File: src/rtl/ghost_mode_scheduler_pkg.sv
// Shared types and default timings for the ghost mode scheduler and its helpers.
package ghost_mode_scheduler_pkg;

    typedef enum logic [1:0] {
        SCATTER = 2'd0,
        CHASE   = 2'd1,
        FRIGHT  = 2'd2
    } ghost_mode_t;

    localparam int DEF_SCATTER_FRAMES = 420;
    localparam int DEF_CHASE_FRAMES   = 1200;
    localparam int DEF_FRIGHT_FRAMES  = 360;
    localparam int DEF_FLASH_FRAMES   = 120;
    localparam int DEF_NUM_PAIRS      = 4;
    localparam int DEF_SCATTER_X      = 232;
    localparam int DEF_SCATTER_Y      = 32;

    localparam int         CNT_W     = 11;
    localparam logic [8:0] LFSR_SEED = 9'h1FF;
    localparam logic [8:0] TILE_MASK = 9'h1F8;

    // Snap a pixel coordinate down to the top-left pixel of its 8x8 tile.
    function automatic logic [8:0] tile_align(input logic [8:0] px);
        return px & TILE_MASK;
    endfunction

endpackage

File: src/rtl/ghost_mode_scheduler_lfsr9.sv
// 9-bit Fibonacci LFSR (x^9 + x^5 + 1) used to pick random frightened targets.
module ghost_lfsr9
    import ghost_mode_scheduler_pkg::*;
(
    input  logic       clk,
    input  logic       rst,
    input  logic       step,
    output logic [8:0] out
);

    logic [8:0] state_q;

    // The all-ones seed keeps the register off the all-zero lock-up state.
    always_ff @(posedge clk or posedge rst) begin
        if (rst) begin
            state_q <= LFSR_SEED;
        end else if (step) begin
            state_q <= {state_q[7:0], state_q[8] ^ state_q[4]};
        end
    end

    assign out = state_q;

endmodule

File: src/rtl/ghost_mode_scheduler.sv
// Ghost behaviour sequencer: scatter/chase timetable, frightened override, and target tile selection.
module ghost_mode_scheduler
    import ghost_mode_scheduler_pkg::*;
#(
    parameter int         SCATTER_FRAMES = DEF_SCATTER_FRAMES,
    parameter int         CHASE_FRAMES   = DEF_CHASE_FRAMES,
    parameter int         FRIGHT_FRAMES  = DEF_FRIGHT_FRAMES,
    parameter int         FLASH_FRAMES   = DEF_FLASH_FRAMES,
    parameter int         NUM_PAIRS      = DEF_NUM_PAIRS,
    parameter logic [8:0] SCATTER_X      = 9'(DEF_SCATTER_X),
    parameter logic [8:0] SCATTER_Y      = 9'(DEF_SCATTER_Y)
) (
    input  logic        vga_pix_clk,
    input  logic        rst,
    input  logic        frame_stb,
    input  logic        game_run,
    input  logic        power_pellet,
    input  logic [8:0]  x_pac,
    input  logic [8:0]  y_pac,
    output ghost_mode_t mode,
    output logic        fright_flash,
    output logic        reverse_req,
    output logic [2:0]  phase_idx,
    output logic [8:0]  target_x,
    output logic [8:0]  target_y
);

    localparam logic [CNT_W-1:0] SCATTER_LOAD = 11'(SCATTER_FRAMES - 1);
    localparam logic [CNT_W-1:0] CHASE_LOAD   = 11'(CHASE_FRAMES - 1);
    localparam logic [CNT_W-1:0] FRIGHT_LOAD  = 11'(FRIGHT_FRAMES - 1);
    localparam logic [CNT_W-1:0] FLASH_LIM    = 11'(FLASH_FRAMES);
    localparam logic [2:0]       PAIRS_LIM    = 3'(NUM_PAIRS);

    logic tick;
    logic pellet;
    logic chase_locked;

    ghost_mode_t      mode_q, mode_n;
    ghost_mode_t      saved_q, saved_n;
    logic [CNT_W-1:0] phase_cnt_q, phase_cnt_n;
    logic [CNT_W-1:0] fright_cnt_q, fright_cnt_n;
    logic [2:0]       phase_idx_q, phase_idx_n;
    logic             rev_q, rev_n;

    logic [8:0] lfsr_val;
    logic [8:0] fr_tx, fr_ty;
    logic [8:0] tx_q, ty_q;

    assign tick         = frame_stb & game_run;
    assign pellet       = power_pellet & game_run;
    assign chase_locked = (phase_idx_q == PAIRS_LIM);

    ghost_lfsr9 u_lfsr (
        .clk  (vga_pix_clk),
        .rst  (rst),
        .step (frame_stb),
        .out  (lfsr_val)
    );

    always_ff @(posedge vga_pix_clk or posedge rst) begin
        if (rst) begin
            mode_q       <= SCATTER;
            saved_q      <= SCATTER;
            phase_cnt_q  <= SCATTER_LOAD;
            fright_cnt_q <= '0;
            phase_idx_q  <= '0;
            rev_q        <= 1'b0;
        end else begin
            mode_q       <= mode_n;
            saved_q      <= saved_n;
            phase_cnt_q  <= phase_cnt_n;
            fright_cnt_q <= fright_cnt_n;
            phase_idx_q  <= phase_idx_n;
            rev_q        <= rev_n;
        end
    end

    // A pellet pre-empts any phase expiry in the same cycle; phase_cnt is left at
    // zero so the deferred phase change fires on the first tick after fright ends.
    always_comb begin
        mode_n       = mode_q;
        saved_n      = saved_q;
        phase_cnt_n  = phase_cnt_q;
        fright_cnt_n = fright_cnt_q;
        phase_idx_n  = phase_idx_q;
        rev_n        = 1'b0;
        case (mode_q)
            FRIGHT: begin
                if (pellet) begin
                    fright_cnt_n = FRIGHT_LOAD;
                end else if (tick) begin
                    if (fright_cnt_q == '0) begin
                        mode_n = saved_q;
                    end else begin
                        fright_cnt_n = fright_cnt_q - 11'd1;
                    end
                end
            end
            default: begin
                if (pellet) begin
                    mode_n       = FRIGHT;
                    saved_n      = mode_q;
                    fright_cnt_n = FRIGHT_LOAD;
                    rev_n        = 1'b1;
                end else if (tick) begin
                    if (phase_cnt_q != '0) begin
                        if (!chase_locked) begin
                            phase_cnt_n = phase_cnt_q - 11'd1;
                        end
                    end else if (mode_q == SCATTER) begin
                        mode_n      = CHASE;
                        phase_cnt_n = CHASE_LOAD;
                        rev_n       = 1'b1;
                    end else if (!chase_locked) begin
                        phase_idx_n = phase_idx_q + 3'd1;
                        phase_cnt_n = SCATTER_LOAD;
                        if (phase_idx_n != PAIRS_LIM) begin
                            mode_n = SCATTER;
                            rev_n  = 1'b1;
                        end
                    end
                end
            end
        endcase
    end

    // Frightened target: column 0..31, row 4..35 of the maze, both from the LFSR.
    assign fr_tx = {1'b0, lfsr_val[4:0], 3'b000};
    assign fr_ty = ({4'b0000, lfsr_val[8:4]} + 9'd4) << 3;

    always_ff @(posedge vga_pix_clk or posedge rst) begin
        if (rst) begin
            tx_q <= SCATTER_X;
            ty_q <= SCATTER_Y;
        end else if (tick) begin
            case (mode_n)
                CHASE: begin
                    tx_q <= tile_align(x_pac);
                    ty_q <= tile_align(y_pac);
                end
                FRIGHT: begin
                    tx_q <= fr_tx;
                    ty_q <= fr_ty;
                end
                default: begin
                    tx_q <= SCATTER_X;
                    ty_q <= SCATTER_Y;
                end
            endcase
        end
    end

    always_comb begin
        mode         = mode_q;
        reverse_req  = rev_q;
        phase_idx    = phase_idx_q;
        fright_flash = (mode_q == FRIGHT) && (fright_cnt_q < FLASH_LIM);
        target_x     = tx_q;
        target_y     = ty_q;
    end

endmodule

File: config.mk
export PLATFORM = sky130hd
export DESIGN_NAME = ghost_mode_scheduler
export DESIGN_NICKNAME = d
export VERILOG_FILES = /design/src/rtl/ghost_mode_scheduler_pkg.sv /design/src/rtl/ghost_mode_scheduler_lfsr9.sv /design/src/rtl/ghost_mode_scheduler.sv
export SDC_FILE = /design/constraint.sdc
export NUM_CORES = 1
export LEC_CHECK = 0
export BUFFER_PORTS_ARGS = -buffer_cell sky130_fd_sc_hd__buf_4
export CORE_UTILIZATION = 60
export CTS_CLUSTER_DIAMETER = 150
export DETAILED_ROUTE_END_ITERATION = 10
export HOLD_SLACK_MARGIN = 0.03
export PLACE_DENSITY_LB_ADDON = 0.08
export SYNTH_ARGS = -nofsm -noshare
export SYNTH_HDL_FRONTEND = slang
export SYNTH_SLANG_ARGS = --single-unit
File: constraint.sdc
create_clock -name vga_pix_clk -period 4.9 [get_ports vga_pix_clk]
set_input_delay 0.245 -clock vga_pix_clk [delete_from_list [all_inputs] [get_ports vga_pix_clk]]
set_output_delay 0.245 -clock vga_pix_clk [all_outputs]
set_load 0.02 [all_outputs]
==> metrics.csv, run 1 <==
metric,value,unit
outcome,"complete, no violations",
antenna_found_initial,0,
power_density,341,nW/um^2
wl,5900,um
slew-limit-headroom,48.6,%
slowest_stage,dfstp_2,
placed_area,3210,um^2
die_y,72.3,um
grt_pass1_vias,2170,
antenna_cells,0,
coreArea,4720,um^2
ctsHoldBuffers,0,
crit_top_cell,ha_1,
drv_slew,0,
rows,25,
finalSetupViolations,0,
yosys_warnings,0,
leakage,1.51,nW
cts_tree,done,
first_iter_violations,141,
netlist_instances,287,
firstDrtPassIters,4,
hpwlAfterDp,4160,um
fin_skew,0.00604,ns
synthXorXnorAreaFrac,1.77,%
die_area,5230,um^2
finalCritPeriodShare,58.7,%
synth_cell_type_count,67,
grt_util_all_layers,24.9,%
fmax,347,MHz
ys.flop_type,dfrtp_1,
synthAdderAreaFrac,4.22,%
path_max_fanout,11,
arrival,3.11,ns
start_util,62.8,%
cp-end-kind,flip-flop,
worst_pin_slew,0.767,ns
avgSynthCellArea,10.3,um^2
clock-sinks,51,
clk_path_buf_depth,2,
port_buffers,35,
grt_overflow,0,
numCtsBuffers,5,
detail-route-antenna-nets,0,
start_kind,flip-flop,
cts_resized,0,
grt_max_degree,52,
synth_mux_area_share,4.64,%
synth_edf_count,0,
grt_pass1_wl,10100,um
ys_ff_latch,51,
synth_top_family_by_area,simple AND/OR/NAND/NOR gates,
postLayoutCellArea,3330,um^2
layout.nets,350,
synth-compound-area-share,16.2,%
cts-root-buf,clkbuf_8,
die_width,72.3,um
wire_per_inst,15.3,um
fin_crit,2.88,ns
path_cells,"inv_1, ha_1, nor4b_4, and3_1, a41oi_1, a2bb2oi_1, ha_1, and4_1, a21oi_1, o21ai_0",
cts_setup_buffers,0,
peakVddDrop,0.000182,V
synth_area,2960,um^2
cts.clk_slew.worst_paths,0.09,ns
cp.required,5.13,ns
async_flop_share,100,%
tns,0,ns
final_common_cell,buf_4,
grt_setup_unrepaired,false,
max_cap_viol_count,0,
drive_gt1_share,29.2,%
synthSimpleGateAreaFrac,23.4,%
hp-class,in2async,
area_growth,12.2,%
drcViolationCount,0,
io_pins,48,
h-tree-depth,2,
finalHoldViolations,0,
viasPerCell,5.98,
routabilityCongestion,0.845,
ys_seq_area_share,43.9,%
worst-setup-path-type,reg2reg,
clkLatencyLatePin,0.31,ns
cpPeakStageDelay,0.57,ns
layout_common_cells,"buf_4 (36), dfrtp_1 (32), nand2_1 (27)",
vias,2302,
-- flip-flops by register name, indices dropped and copies added, names as in the netlist --
name,flops
phase_idx,3
target_x,6
mode,2
saved_q,2
phase_cnt_q,11
reverse_req,1
target_y,6
fright_cnt_q,11
u_lfsr.out,9
-- worst max-delay path, delay by kind of cell, from the launching register on --
kind	cells	cell delay (ns)
flip-flops	1	0.57
adder cells (fa/ha/maj)	2	0.68
buffers and inverters	1	0.07
AO/OA/AOI/OAI	4	0.77
AND/OR/NAND/NOR	3	0.72
-- power breakdown --
| group | leakage, nW | internal (mW) | total, mW | switching, mW |
|---|---|---|---|---|
| Sequential | 0.594 | 0.529 | 0.583 | 0.0538 |
| Combinational | 0.855 | 0.130 | 0.262 | 0.132 |
| Clock | 0.0581 | 0.152 | 0.289 | 0.137 |
-- layout make-up --
| type | count | area (um^2) |
|---|---|---|
| multi-input combinational | 210 | 1510 |
| fill | 374 | 1400 |
| sequential | 51 | 1300 |
| timing repair buffer | 36 | 270 |
| tap | 67 | 83.8 |
| clock buffer | 5 | 68.8 |
| inverter | 13 | 48.8 |
| clock inverter | 3 | 43.8 |
-- per-stage QoR --
stage	util [%]	total power [mW]	hold slack [ns]	instances	setup WS [ns]
global route	70.4	1.20	0.155	385	1.81
finish	70.4	1.13	0.0979	385	2.02
CTS	70.4	1.15	0.122	385	2.04
floorplan	-	0.759	0.394	292	2.36
global placement	68.1	0.846	0.451	377	2.07
detailed placement	68.1	0.854	0.459	377	2.05
-- logic make-up after synthesis --
| family | count (synthesis) |
|---|---|
| buffers and inverters | 31 |
| xor gates and xnor gates | 6 |
| other | 1 |
| DFF | 51 |
| and+or+nand+nor | 107 |
| AOI/OAI and AO/OA | 69 |
| muxes | 12 |
| adders and majority gates | 10 |
-- routing by layer --
layer  global-route usage, %  routed length (um)  vias up  share of wire [%]
met4                    9.80                  95        0                1.6
li1                        -                   -     1115                  -
met2                    41.0                2840       70                 48
met5                       0                   0        -                  0
met3                    3.19                 289       10                4.9
met1                    33.5                2680     1107                 45
-- synth_stat cells, drive strengths merged, types with 8 or more instances --
cell / n / area (um^2)
a21oi: 8 / 40.0
dfstp: 19 / 499
mux2: 11 / 128
nor4: 8 / 83.8
nor2: 13 / 48.8
o21ai: 17 / 85.1
buf: 12 / 100
nor3: 9 / 50.1
ha: 10 / 125
nand2: 28 / 108
inv: 13 / 48.8
dfrtp: 32 / 801
-- path summary, 6_finish.rpt --
| check | from | endpoint | slack (ns) | depth (start not counted) |
|---|---|---|---|---|
| worst min-delay path | rst | target_x[8] | 0.1 | 3 |
| worst max-delay path | phase_cnt_q[0] | target_y[8] | 2.02 | 10 |
| worst max register to register | phase_cnt_q[0] | target_y[8] | 2.02 | 10 |
| worst min register to register | target_x[8] | target_x[8] | 0.48 | 2 |
| min in group vga_pix_clk | frame_stb | u_lfsr.out[0] | 0.21 | 2 |
| max in group asynchronous | rst | fright_cnt_q[6] | 4.39 | 3 |
Note: power is estimated with default switching activity, not from simulation.
==> run 2: changes to the inputs <==
--- a/config.mk
+++ b/config.mk
@@ -6,7 +6,7 @@
 export NUM_CORES = 1
 export LEC_CHECK = 0
 export BUFFER_PORTS_ARGS = -buffer_cell sky130_fd_sc_hd__buf_4
-export CORE_UTILIZATION = 60
+export CORE_UTILIZATION = 51
 export CTS_CLUSTER_DIAMETER = 150
 export DETAILED_ROUTE_END_ITERATION = 10
 export HOLD_SLACK_MARGIN = 0.03
==> constraint.sdc (replaced) <==
create_clock -name vga_pix_clk -period 2.3 [get_ports vga_pix_clk]
set_input_delay 0.115 -clock vga_pix_clk [delete_from_list [all_inputs] [get_ports vga_pix_clk]]
set_output_delay 0.115 -clock vga_pix_clk [all_outputs]
set_load 0.02 [all_outputs]
==> run 2 against run 1 <==
Net effect: the flow now finishes with violations (setup timing); sequential power increased by 120%; hold slack got worse by 0.019 ns; global-route usage decreased by 1.9 points; routed wire length increased by 19%; critical path depth unchanged; sequential share of layout area decreased by 5.4 points; critical path type unchanged; largest cell class unchanged.
==> metrics.csv, run 2 (same netlist as run 1, synthesis figures left out) <==
metric,value,unit,change
cpPeakStageDelay,0.38,ns,-0.19 ns
violations,setup timing,,
wl,7040,um,+19%
rows,27,,+8.0%
first_iter_violations,95,,-33%
viasPerCell,5.77,,-3.5%
clkLatencyLatePin,0.31,ns,about the same
clk_path_buf_depth,2,,unchanged
power_density,678,nW/um^2,+99%
leakage,1.72,nW,+14%
cts-root-buf,clkbuf_8,,
routabilityCongestion,0.833,,-1.4%
final_common_cell,buf_4,,
peakVddDrop,0.000694,V,+280%
start_kind,flip-flop,,
cts.clk_slew.worst_paths,0.10,ns,about the same
worst_hold_slack,0.0790,ns,-0.0189 ns
path_cells,"inv_2, ha_4, nor4b_4, and3_4, a31oi_4, a211o_1, ha_4, buf_12, a22oi_1, o21ai_1",,
crit_buf_inv,2,,+1
slew-limit-headroom,56.1,%,+7.5 points
wire_per_inst,16.4,um,+7.0%
cts_tree,done,,
io_pins,48,,unchanged
fin_crit,2.37,ns,-0.508 ns
setup_ws,-0.0696,ns,-2.09 ns
cp.required,2.50,ns,-2.63 ns
firstDrtPassIters,4,,unchanged
postLayoutCellArea,3860,um^2,+16%
die_y,78.2,um,+8.2%
clock-sinks,51,,unchanged
antenna_cells,0,,unchanged
start_util,53.5,%,-9.3 points
arrival,2.57,ns,-0.54 ns
design_power_total,2.62,mW,+130%
final_util,69.7,%,-0.70 points
grt_setup_unrepaired,true,,
port_buffers,35,,unchanged
h-tree-depth,2,,unchanged
met2_length,3430,um,+21%
grt_util_all_layers,22.9,%,-1.9 points
finalCritPeriodShare,103,%,+44 points
coreArea,5540,um^2,+17%
crit_top_cell,ha_4,,
drive_gt1_share,43.7,%,+14 points
numCtsBuffers,5,,unchanged
top_layer,met4,,
max_cap_viol_count,0,,unchanged
area_growth,30.4,%,
antenna_found_initial,0,,unchanged
worst-setup-path-type,reg2reg,,
cp-end-kind,flip-flop,,
drcViolationCount,0,,unchanged
grt_pass1_vias,2347,,+8.2%
layout_common_cells,"buf_4 (71), dfrtp_1 (32), nand2_1 (27)",,
finalSetupViolations,1,,+1
vias,2475,,+7.5%
die_area,6120,um^2,+17%
detail-route-antenna-nets,0,,unchanged
placed_area,3540,um^2,+10%
finalHoldViolations,0,,unchanged
outcome,"complete, but fails checks",,
drt-met1-wl,3270,um,+22%
grt_max_degree,52,,unchanged
layout.nets,389,,+11%
worst_pin_slew,0.658,ns,-0.109 ns
fin_skew,0.00852,ns,+0.00249 ns
fmax,422,MHz,+21%
die_width,78.2,um,+8.2%
hp-class,in2reg,,
path_max_fanout,6,,-5
grt_pass1_wl,11000,um,+9.7%
met3_wirelength,249,um,-14%
slowest_stage,dfstp_2,,
crit_family,compound AO/OA/AOI/OAI gates,,
hpwlAfterDp,4880,um,+17%
drv_slew,0,,unchanged
grt_overflow,0,,unchanged
## run 2: repair_timing
action,CTS,global route
setup endpoints to repair,12,12
hold buffers,1,0
pin swaps,1,10
buffers inserted,2,3
gates resized for setup,4,26
hold endpoints to repair,32,0
## run 2: final cells by class
| cell class | instances | area [um^2] |
|---|---|---|
| flip-flops and latches | 51 | 1300 |
| inverters | 13 | 48.8 |
| fillers | 427 | 1680 |
| multi-input cells | 210 | 1720 |
| well taps | 72 | 90.1 |
| clock inverters | 3 | 46.3 |
| clock buffers | 5 | 68.8 |
| repair buffers | 75 | 594 |
## run 2: final timing paths
| path | startpoint | endpoint | slack (ns) | depth (start not counted) |
|---|---|---|---|---|
| setup / recovery | phase_cnt_q[1] | target_x[4] | -0.07 | 10 |
| hold / removal | y_pac[3] | target_y[3] | 0.08 | 3 |
| setup reg to reg | phase_cnt_q[1] | target_x[4] | -0.07 | 10 |
| hold reg to reg | target_x[3] | target_x[3] | 0.48 | 2 |
| max in group asynchronous | rst | fright_cnt_q[5] | 1.33 | 4 |
| min in group asynchronous | rst | target_y[4] | 0.53 | 4 |
## run 2: where the power goes
part / leakage (nW) / switching (mW) / internal [mW]
Combinational: 1.08 / 0.343 / 0.368
Sequential: 0.594 / 0.138 / 1.13
Clock: 0.0548 / 0.315 / 0.328
Total: 1.72 / 0.795 / 1.82
## run 2: metrics by stage
| stage | std cells | worst slack [ns] | setup TNS (ns) |
|---|---|---|---|
| 2_1_floorplan | 292 | -0.0307 | -0.103 |
| 3_3_place_gp | 416 | -0.00629 | -0.00629 |
| 3_5_place_dp | 416 | -0.0244 | -0.177 |
| 4_1_cts | 427 | 0.0121 | 0 |
| 5_1_grt | 429 | -0.123 | -0.453 |
| 6_report | 429 | -0.0696 | -0.0696 |
## run 2: tightest hold or removal path: cells and delay by family
kind	cells	cell delay [ns]
buf+inv	1	0.08
compound gates	2	0.15
## run 2: layer usage
layer	up-vias	track usage [%]
li1	1199	-
met1	1215	31.7
met2	53	37.4
met3	8	3.02
met4	0	7.22
met5	-	0
